==> src/rtl/pid_sched_if.sv <==
// Error-sample handshake between the sensor pipeline (master) and pid_sched (slave).
interface pid_sched_if;
   logic               err_vld;
   logic               err_rdy;
   logic signed [12:0] error_in;

   modport master (output err_vld, output error_in, input err_rdy);
   modport slave  (input err_vld, input error_in, output err_rdy);
endinterface

==> src/rtl/pid_sched.sv <==
// pid_sched: decimation strobe, one-entry error sample buffer, pedaling
// timeout and drive ramp FSM feeding a PID datapath.
// Optional build macro PID_SCHED_FAST_SIM_EN: forces a 2^15 clock tick period
// for fast simulation regardless of TICK_BITS.
module pid_sched #(
   parameter int unsigned TICK_BITS     = 20,
   parameter int unsigned PEDAL_TIMEOUT = 4,
   parameter logic [11:0] RAMP_STEP     = 12'd64
) (
   input  logic               clk,
   input  logic               rst,
   input  logic               cadence,
   pid_sched_if.slave         err_if,
   output logic signed [12:0] error_out,
   output logic               pid_tick,
   output logic               not_pedaling,
   input  logic [11:0]        drv_mag_in,
   output logic [11:0]        drv_mag_out,
   output logic [1:0]         state,
   output logic               err_stale
);

`ifdef PID_SCHED_FAST_SIM_EN
   localparam int unsigned CNT_W = 15;
`else
   localparam int unsigned CNT_W = TICK_BITS;
`endif

   localparam logic [CNT_W-1:0] CNT_PRE_MAX = {{(CNT_W-1){1'b1}}, 1'b0};
   localparam logic [3:0]       TIMEOUT_CNT = 4'(PEDAL_TIMEOUT);

   typedef enum logic [1:0] {
      ST_IDLE  = 2'd0,
      ST_START = 2'd1,
      ST_RUN   = 2'd2,
      ST_STOP  = 2'd3
   } state_t;

   logic [CNT_W-1:0]   tick_cnt_q, tick_cnt_d;
   logic               pid_tick_q, pid_tick_d;
   logic [3:0]         idle_cnt_q, idle_cnt_d;
   logic               full_q, full_d;
   logic signed [12:0] hold_q, hold_d;
   logic signed [12:0] error_out_q, error_out_d;
   logic               err_stale_q, err_stale_d;

   state_t             state_q;
   logic [11:0]        drv_mag_q;
   logic               not_pedaling_q;

   logic               timeout;
   logic [12:0]        up_sum;
   logic [11:0]        up_capped;
   logic [11:0]        dn_floor;

   // Free-running tick counter; the strobe is registered so it is high exactly
   // while the counter sits at all-ones.
   always_comb begin
      tick_cnt_d = tick_cnt_q + CNT_W'(1);
      pid_tick_d = (tick_cnt_q == CNT_PRE_MAX);
   end

   // Idle counter: cadence clears (and beats a coincident tick), ticks count up
   // and saturate at the timeout value.
   always_comb begin
      idle_cnt_d = idle_cnt_q;
      if (cadence) begin
         idle_cnt_d = 4'd0;
      end else if (pid_tick_q && (idle_cnt_q < TIMEOUT_CNT)) begin
         idle_cnt_d = idle_cnt_q + 4'd1;
      end
   end

   assign timeout = (idle_cnt_q == TIMEOUT_CNT);

   // One-entry sample buffer: a tick drains it into error_out, or flags a
   // stale period if it was empty. Capture is only possible while empty, so it
   // never collides with a drain.
   always_comb begin
      full_d      = full_q;
      hold_d      = hold_q;
      error_out_d = error_out_q;
      err_stale_d = err_stale_q;
      if (pid_tick_q) begin
         if (full_q) begin
            error_out_d = hold_q;
            full_d      = 1'b0;
         end else begin
            err_stale_d = 1'b1;
         end
      end
      if (err_if.err_vld && !full_q) begin
         hold_d = err_if.error_in;
         full_d = 1'b1;
      end
   end

   // Ramp arithmetic: 13-bit sum so the upward step cannot wrap past 4095.
   always_comb begin
      up_sum    = {1'b0, drv_mag_q} + {1'b0, RAMP_STEP};
      up_capped = (up_sum > {1'b0, drv_mag_in}) ? drv_mag_in : up_sum[11:0];
      dn_floor  = (drv_mag_q > RAMP_STEP) ? (drv_mag_q - RAMP_STEP) : 12'd0;
   end

   // Datapath registers.
   always_ff @(posedge clk) begin
      if (rst) begin
         tick_cnt_q  <= '0;
         pid_tick_q  <= 1'b0;
         idle_cnt_q  <= 4'd0;
         full_q      <= 1'b0;
         hold_q      <= '0;
         error_out_q <= '0;
         err_stale_q <= 1'b0;
      end else begin
         tick_cnt_q  <= tick_cnt_d;
         pid_tick_q  <= pid_tick_d;
         idle_cnt_q  <= idle_cnt_d;
         full_q      <= full_d;
         hold_q      <= hold_d;
         error_out_q <= error_out_d;
         err_stale_q <= err_stale_d;
      end
   end

   // Drive FSM with registered drive and integrator-clear outputs. Timeout is
   // a level, so leaving START/RUN does not wait for the next tick.
   always_ff @(posedge clk) begin
      if (rst) begin
         state_q        <= ST_IDLE;
         drv_mag_q      <= 12'd0;
         not_pedaling_q <= 1'b1;
      end else begin
         case (state_q)
            ST_IDLE: begin
               drv_mag_q <= 12'd0;
               if (cadence) begin
                  state_q        <= ST_START;
                  not_pedaling_q <= 1'b0;
               end
            end
            ST_START: begin
               if (timeout) begin
                  state_q        <= ST_STOP;
                  not_pedaling_q <= 1'b1;
               end else if (pid_tick_q) begin
                  drv_mag_q <= up_capped;
                  if (up_capped == drv_mag_in) begin
                     state_q <= ST_RUN;
                  end
               end
            end
            ST_RUN: begin
               drv_mag_q <= drv_mag_in;
               if (timeout) begin
                  state_q        <= ST_STOP;
                  not_pedaling_q <= 1'b1;
               end
            end
            ST_STOP: begin
               if (cadence) begin
                  state_q        <= ST_START;
                  not_pedaling_q <= 1'b0;
               end else if (pid_tick_q) begin
                  drv_mag_q <= dn_floor;
                  if (dn_floor == 12'd0) begin
                     state_q <= ST_IDLE;
                  end
               end
            end
            default: begin
               state_q        <= ST_IDLE;
               drv_mag_q      <= 12'd0;
               not_pedaling_q <= 1'b1;
            end
         endcase
      end
   end

   assign err_if.err_rdy = !full_q;
   assign error_out      = error_out_q;
   assign pid_tick       = pid_tick_q;
   assign not_pedaling   = not_pedaling_q;
   assign drv_mag_out    = drv_mag_q;
   assign state          = state_q;
   assign err_stale      = err_stale_q;

endmodule

==> src/flat_wrapper.sv <==
// flat-port wrapper written by rule: the top's interface ports become plain ports
module pid_sched_flat 
#(
   parameter int unsigned TICK_BITS     = 20,
   parameter int unsigned PEDAL_TIMEOUT = 4,
   parameter logic [11:0] RAMP_STEP     = 12'd64
)
  (clk, rst, cadence, error_out, pid_tick, not_pedaling, drv_mag_in, drv_mag_out, state, err_stale, err_if_err_vld, err_if_error_in, err_if_err_rdy);
  pid_sched_if err_if_i ();
  input  logic clk;
  input  logic rst;
  input  logic cadence;
  output logic signed [12:0] error_out;
  output logic pid_tick;
  output logic not_pedaling;
  input  logic [11:0] drv_mag_in;
  output logic [11:0] drv_mag_out;
  output logic [1:0] state;
  output logic err_stale;
  input wire logic [$bits(err_if_i.err_vld)-1:0] err_if_err_vld;
  input wire logic [$bits(err_if_i.error_in)-1:0] err_if_error_in;
  output wire logic [$bits(err_if_i.err_rdy)-1:0] err_if_err_rdy;
  assign err_if_i.err_vld = err_if_err_vld;
  assign err_if_i.error_in = err_if_error_in;
  assign err_if_err_rdy = err_if_i.err_rdy;
  pid_sched #(.TICK_BITS(TICK_BITS), .PEDAL_TIMEOUT(PEDAL_TIMEOUT), .RAMP_STEP(RAMP_STEP)) u_core (.clk(clk), .rst(rst), .cadence(cadence), .err_if(err_if_i), .error_out(error_out), .pid_tick(pid_tick), .not_pedaling(not_pedaling), .drv_mag_in(drv_mag_in), .drv_mag_out(drv_mag_out), .state(state), .err_stale(err_stale));
endmodule
==> config.mk <==
export PLATFORM = sky130hd
export DESIGN_NAME = pid_sched_flat
export DESIGN_NICKNAME = d
export VERILOG_FILES = /design/src/rtl/pid_sched_if.sv /design/src/rtl/pid_sched.sv /design/src/flat_wrapper.sv
export SDC_FILE = /design/constraint.sdc
export NUM_CORES = 1
export LEC_CHECK = 0
export ABC_AREA = 1
export BUFFER_PORTS_ARGS = -buffer_cell sky130_fd_sc_hd__buf_2
export CORE_ASPECT_RATIO = 1.75
export CORE_UTILIZATION = 55
export DETAILED_ROUTE_END_ITERATION = 12
export GPL_TIMING_DRIVEN = 0
export PLACE_DENSITY_LB_ADDON = 0.05
export SKIP_LAST_GASP = 1
export SLEW_MARGIN = 20
export SYNTH_ARGS = -nofsm -noshare
export SYNTH_HDL_FRONTEND = slang
export SYNTH_SLANG_ARGS = --single-unit
==> constraint.sdc <==
create_clock -name clk -period 6.2 [get_ports clk]
set_clock_uncertainty 0.1 [all_clocks]
set_input_delay 0.31 -clock clk [delete_from_list [all_inputs] [get_ports clk]]
set_output_delay 0.31 -clock clk [all_outputs]
set_load 0.01 [all_outputs]
==> results by group <==
Final layout
  – Syn-to-layout area delta: 17.3%
  – Antenna diode instance count: 0
  – Share of cells above drive strength 1: 14.9%
  – Fin area: 4590 sq um
  – Non-Filler Instances: between 700 and 800
  – Layout Nets: approximately 690

Placement
  – Area after DPL: around 4300 sq um
  – GP Congestion: approximately 0.94
  – Port bufs: 58
  – Inst Count DP: about 700
  – Dpl hpwl: 7.50 mm

STA
  – Worst hold slack: around 0.14 ns
  – Rel. slew slack: a little under three fifths
  – Tcrit/Tclk final: between 50% and 60%
  – Max Freq: about 290 MHz
  – Final setup TNS: 0 ns
  – Slew @ Worst Pin: 0.657 ns
  – RSZ-0062 raised after global routing: false
  – Min Clock Period, post-route: approximately 3.5 ns
  – Slew Viols, Final: 0
  – Final hold viol count: 0
  – # setup viols final: 0

Critical path
  – Crit path required time: 6.32 ns
  – Setup crit start kind: flip-flop
  – Crit path max fanout: 10
  – Worst path cell trace: ha_1, nand3_2, xor2_1, inv_1, ha_1, nand2_1, nor2_1, nand3_1, nor2_1, nand2_1, nand2_1, nand2_2, buf_6, nand3_1, nand2_1, nor2_1, nand2_1, nor2_1, nand2_1, nand2_2, nand3_1, nand2_1, nor2_1
  – Cell family with most CP delay: simple AND/OR/NAND/NOR gates
  – Crit. End Element: flip-flop
  – Worst Path Buf+Inv: 2
  – R2r setup slk: roughly 2.7 ns
  – Slowest cell delay on critical path: 0.55 ns
  – CP max-delay cell: dfxtp_1
  – Most used cell, CP: nand2_1
  – Kind of critical path: flip-flop to flip-flop
  – WP data arrival: 3.59 ns

Clock network
  – Post-CTS Setup Bufs: 0
  – TritonCTS Buffers: 9
  – Clock tree root driver cell: clkbuf_16
  – CTS tree: yes
  – CTS Buffer Depth: 2
  – Post-CTS sizing: 0
  – H-Tree Depth: 3
  – Worst-Skew Late Latency: between 0.3 and 0.4 ns
  – CTS Hold Bufs: 0
  – Clk sinks: just under 70
  – Clk pin slew, worst setup/hold paths: 0.06 ns

Synthesis
  – Distinct cells, synth: 37
  – #FFs+latches synth: 68
  – Synth Instances: ~560
  – EDFF count, synth: 0
  – Post-synthesis compound-gate area fraction: between 10% and 20%
  – YS warnings: 0
  – Synthesized area: between 3000 and 4000 sq um
  – Post-Synth XOR/XNOR Area: 2.24%
  – Synth Area in Adders: 7.68%
  – Simple-Gate Fraction of Synth Area: roughly 28%
  – Syn_area_per_cell: roughly 6.9 sq um
  – Sequential area share after synthesis: about a third
  – Largest family of logic cells by synthesized area: simple AND/OR/NAND/NOR gates
  – Fraction of registers with async set/reset: 0%
  – Ys flop type: dfxtp_1
  – Mux contribution to synthesized area: 0%
  – Syn_nets: between 600 and 700

GRT
  – GRT Total Usage: ~29%
  – First-pass GRT wire length: between 15 and 20 mm
  – Initial antenna violation count: 0
  – Overflow after GRT: 0
  – Largest net degree at the start of global routing: 12
  – Vias in the first global route: 3692

Routing
  – Drt via density: approximately 5.4
  – Drt initial violations: ~190
  – Drt drc: 0
  – Drt wl/cell: approximately 14 um
  – Drt pass-1 iters: 4
  – Vias: approximately 4000
  – Drt total wl: just over 10 mm
  – DRT antenna net count: 0

Job
  – Max-cap viol count: 0

Floorplan
  – I/O pin cnt: 60
  – Cell Rows: 40
  – Initial Util: 57.0%
  – Core area: 6860 sq um
  – Die width: roughly 66 um
  – Die Area: 7460 sq um
  – Die height: between 100 and 150 um

Outcome
  – Status: complete, no violations

Min path
  – Min-Delay Path Class: input pin to flip-flop

Power
  – Power density over the cells: a little over 300 nW/um^2
  – P_leak: approximately 2.1 nW
  – Overall power: 1.41 mW
  – VDD IR max: 0.000221 V
cell usage after synthesis, types with 2 or more instances:
master | count | share of area [%]
inv_1 | 68 | 6.5
o21ai_1 | 11 | 1.4
nor2_2 | 2 | 0.32
nand2_2 | 4 | 0.64
a211oi_1 | 9 | 1.7
dfxtp_1 | 68 | 35
o21ai_0 | 42 | 5.4
buf_4 | 3 | 0.58
clkbuf_1 | 14 | 1.3
inv_2 | 3 | 0.29
buf_1 | 2 | 0.19
a21oi_1 | 33 | 4.2
nand4_1 | 6 | 0.96
nand2_1 | 76 | 7.3
nand3_1 | 36 | 4.6
nor2_1 | 103 | 9.9
nor3_1 | 15 | 1.9
xor2_1 | 8 | 1.8
o21bai_1 | 2 | 0.38
nand3_2 | 3 | 0.77
xnor2_1 | 2 | 0.45
o22ai_1 | 3 | 0.48
o32ai_1 | 8 | 1.8
buf_6 | 4 | 1.2
ha_1 | 24 | 7.7
and3_1 | 3 | 0.48
o21a_1 | 2 | 0.38
worst reg2reg max path, stage by stage (launching register included):
cell and delay [ns]:
dfxtp_1 0.55, ha_1 0.27, nand3_2 0.15, xor2_1 0.28, inv_1 0.12, ha_1 0.30
nand2_1 0.06, nor2_1 0.11, nand3_1 0.10, nor2_1 0.18, nand2_1 0.07, nand2_1 0.08
nand2_2 0.07, buf_6 0.15, nand3_1 0.08, nand2_1 0.06, nor2_1 0.09, nand2_1 0.08
nor2_1 0.11, nand2_1 0.08, nand2_2 0.10, nand3_1 0.08, nand2_1 0.06, nor2_1 0.04
worst paths after layout:
path	startpoint	endpoint	cells after the start
max	u_core.drv_mag_out[6]$_SDFFE_PP0P_	u_core.state[1]$_SDFFE_PP0P_	23
min reg2reg	u_core.tick_cnt_q[0]$_SDFF_PP0_	u_core.tick_cnt_q[0]$_SDFF_PP0_	1
max reg2reg	u_core.drv_mag_out[6]$_SDFFE_PP0P_	u_core.state[1]$_SDFFE_PP0P_	23
min	err_if_error_in[12]	u_core.hold_q[12]$_SDFFE_PP0P_	3
area by class of cell:
type | instances | area, sq um
fillers | 641 | 2270
multi-input cells | 401 | 2150
flip-flops and latches | 68 | 1360
repair buffers | 58 | 290
inverters | 71 | 267
clock buffers | 10 | 229
plain buffers | 24 | 133
well taps | 84 | 105
clock inverters | 5 | 53.8
cell usage in the layout (no fill, tap or decap), drive strengths merged:
| cell type | synthesis | layout |
|---|---|---|
| a211oi | 9 | 9 |
| a21oi | 33 | 33 |
| a2bb2oi | 1 | 1 |
| a41oi | 1 | 1 |
| and3 | 3 | 3 |
| buf | 10 | 68 |
| bufinv | 0 | 1 |
| clkbuf | 14 | 24 |
| clkinv | 0 | 4 |
| dfxtp | 68 | 68 |
| ha | 24 | 24 |
| inv | 71 | 71 |
| nand2 | 80 | 80 |
| nand3 | 39 | 39 |
| nand3b | 1 | 1 |
| nand4 | 6 | 6 |
| nor2 | 105 | 105 |
| nor3 | 16 | 16 |
| nor3b | 1 | 1 |
| nor4 | 2 | 2 |
| o211ai | 1 | 1 |
| o21a | 2 | 2 |
| o21ai | 53 | 53 |
| o21bai | 2 | 2 |
| o221ai | 1 | 1 |
| o22ai | 3 | 3 |
| o32ai | 8 | 8 |
| xnor2 | 2 | 2 |
| xor2 | 8 | 8 |
logic make-up (layout without fill, tap and decap cells):
family / count (synthesis) / in the layout
flops: 68 / 68
buf+inv: 95 / 168
fa+ha+maj: 24 / 24
simple gates: 253 / 253
xor+xnor: 10 / 10
compound gates: 114 / 114
routing by layer:
layer / track usage (%) / routed length (um)
met2: 52.9 / 5480
met1: 28.4 / 3840
met5: 0 / 0
met3: 5.60 / 394
met4: 15.7 / 383
per-stage QoR:
step / utilization, % / setup WS, ns
6_report: 66.9 / 2.72
5_1_grt: 66.9 / 2.41
3_5_place_dp: 62.8 / 2.75
2_1_floorplan: - / 3.24
4_1_cts: 66.9 / 2.74
3_3_place_gp: 62.8 / 2.80
sequential cells by signal, indices dropped and copies added (netlist names):
signal / flops
u_core.hold_q: 13
u_core.pid_tick: 1
u_core.state: 2
u_core.err_stale: 1
u_core.full_q: 1
u_core.drv_mag_out: 12
u_core.tick_cnt_q: 20
u_core.not_pedaling: 1
u_core.idle_cnt_q: 4
u_core.error_out: 13
power by group:
| part | total [mW] | internal, mW | switching (mW) |
|---|---|---|---|
| Clock | 0.486 | 0.307 | 0.179 |
| Sequential | 0.489 | 0.463 | 0.0267 |
| Combinational | 0.432 | 0.145 | 0.287 |
| Total | 1.41 | 0.914 | 0.492 |
Power figures use the tool's default switching activity.
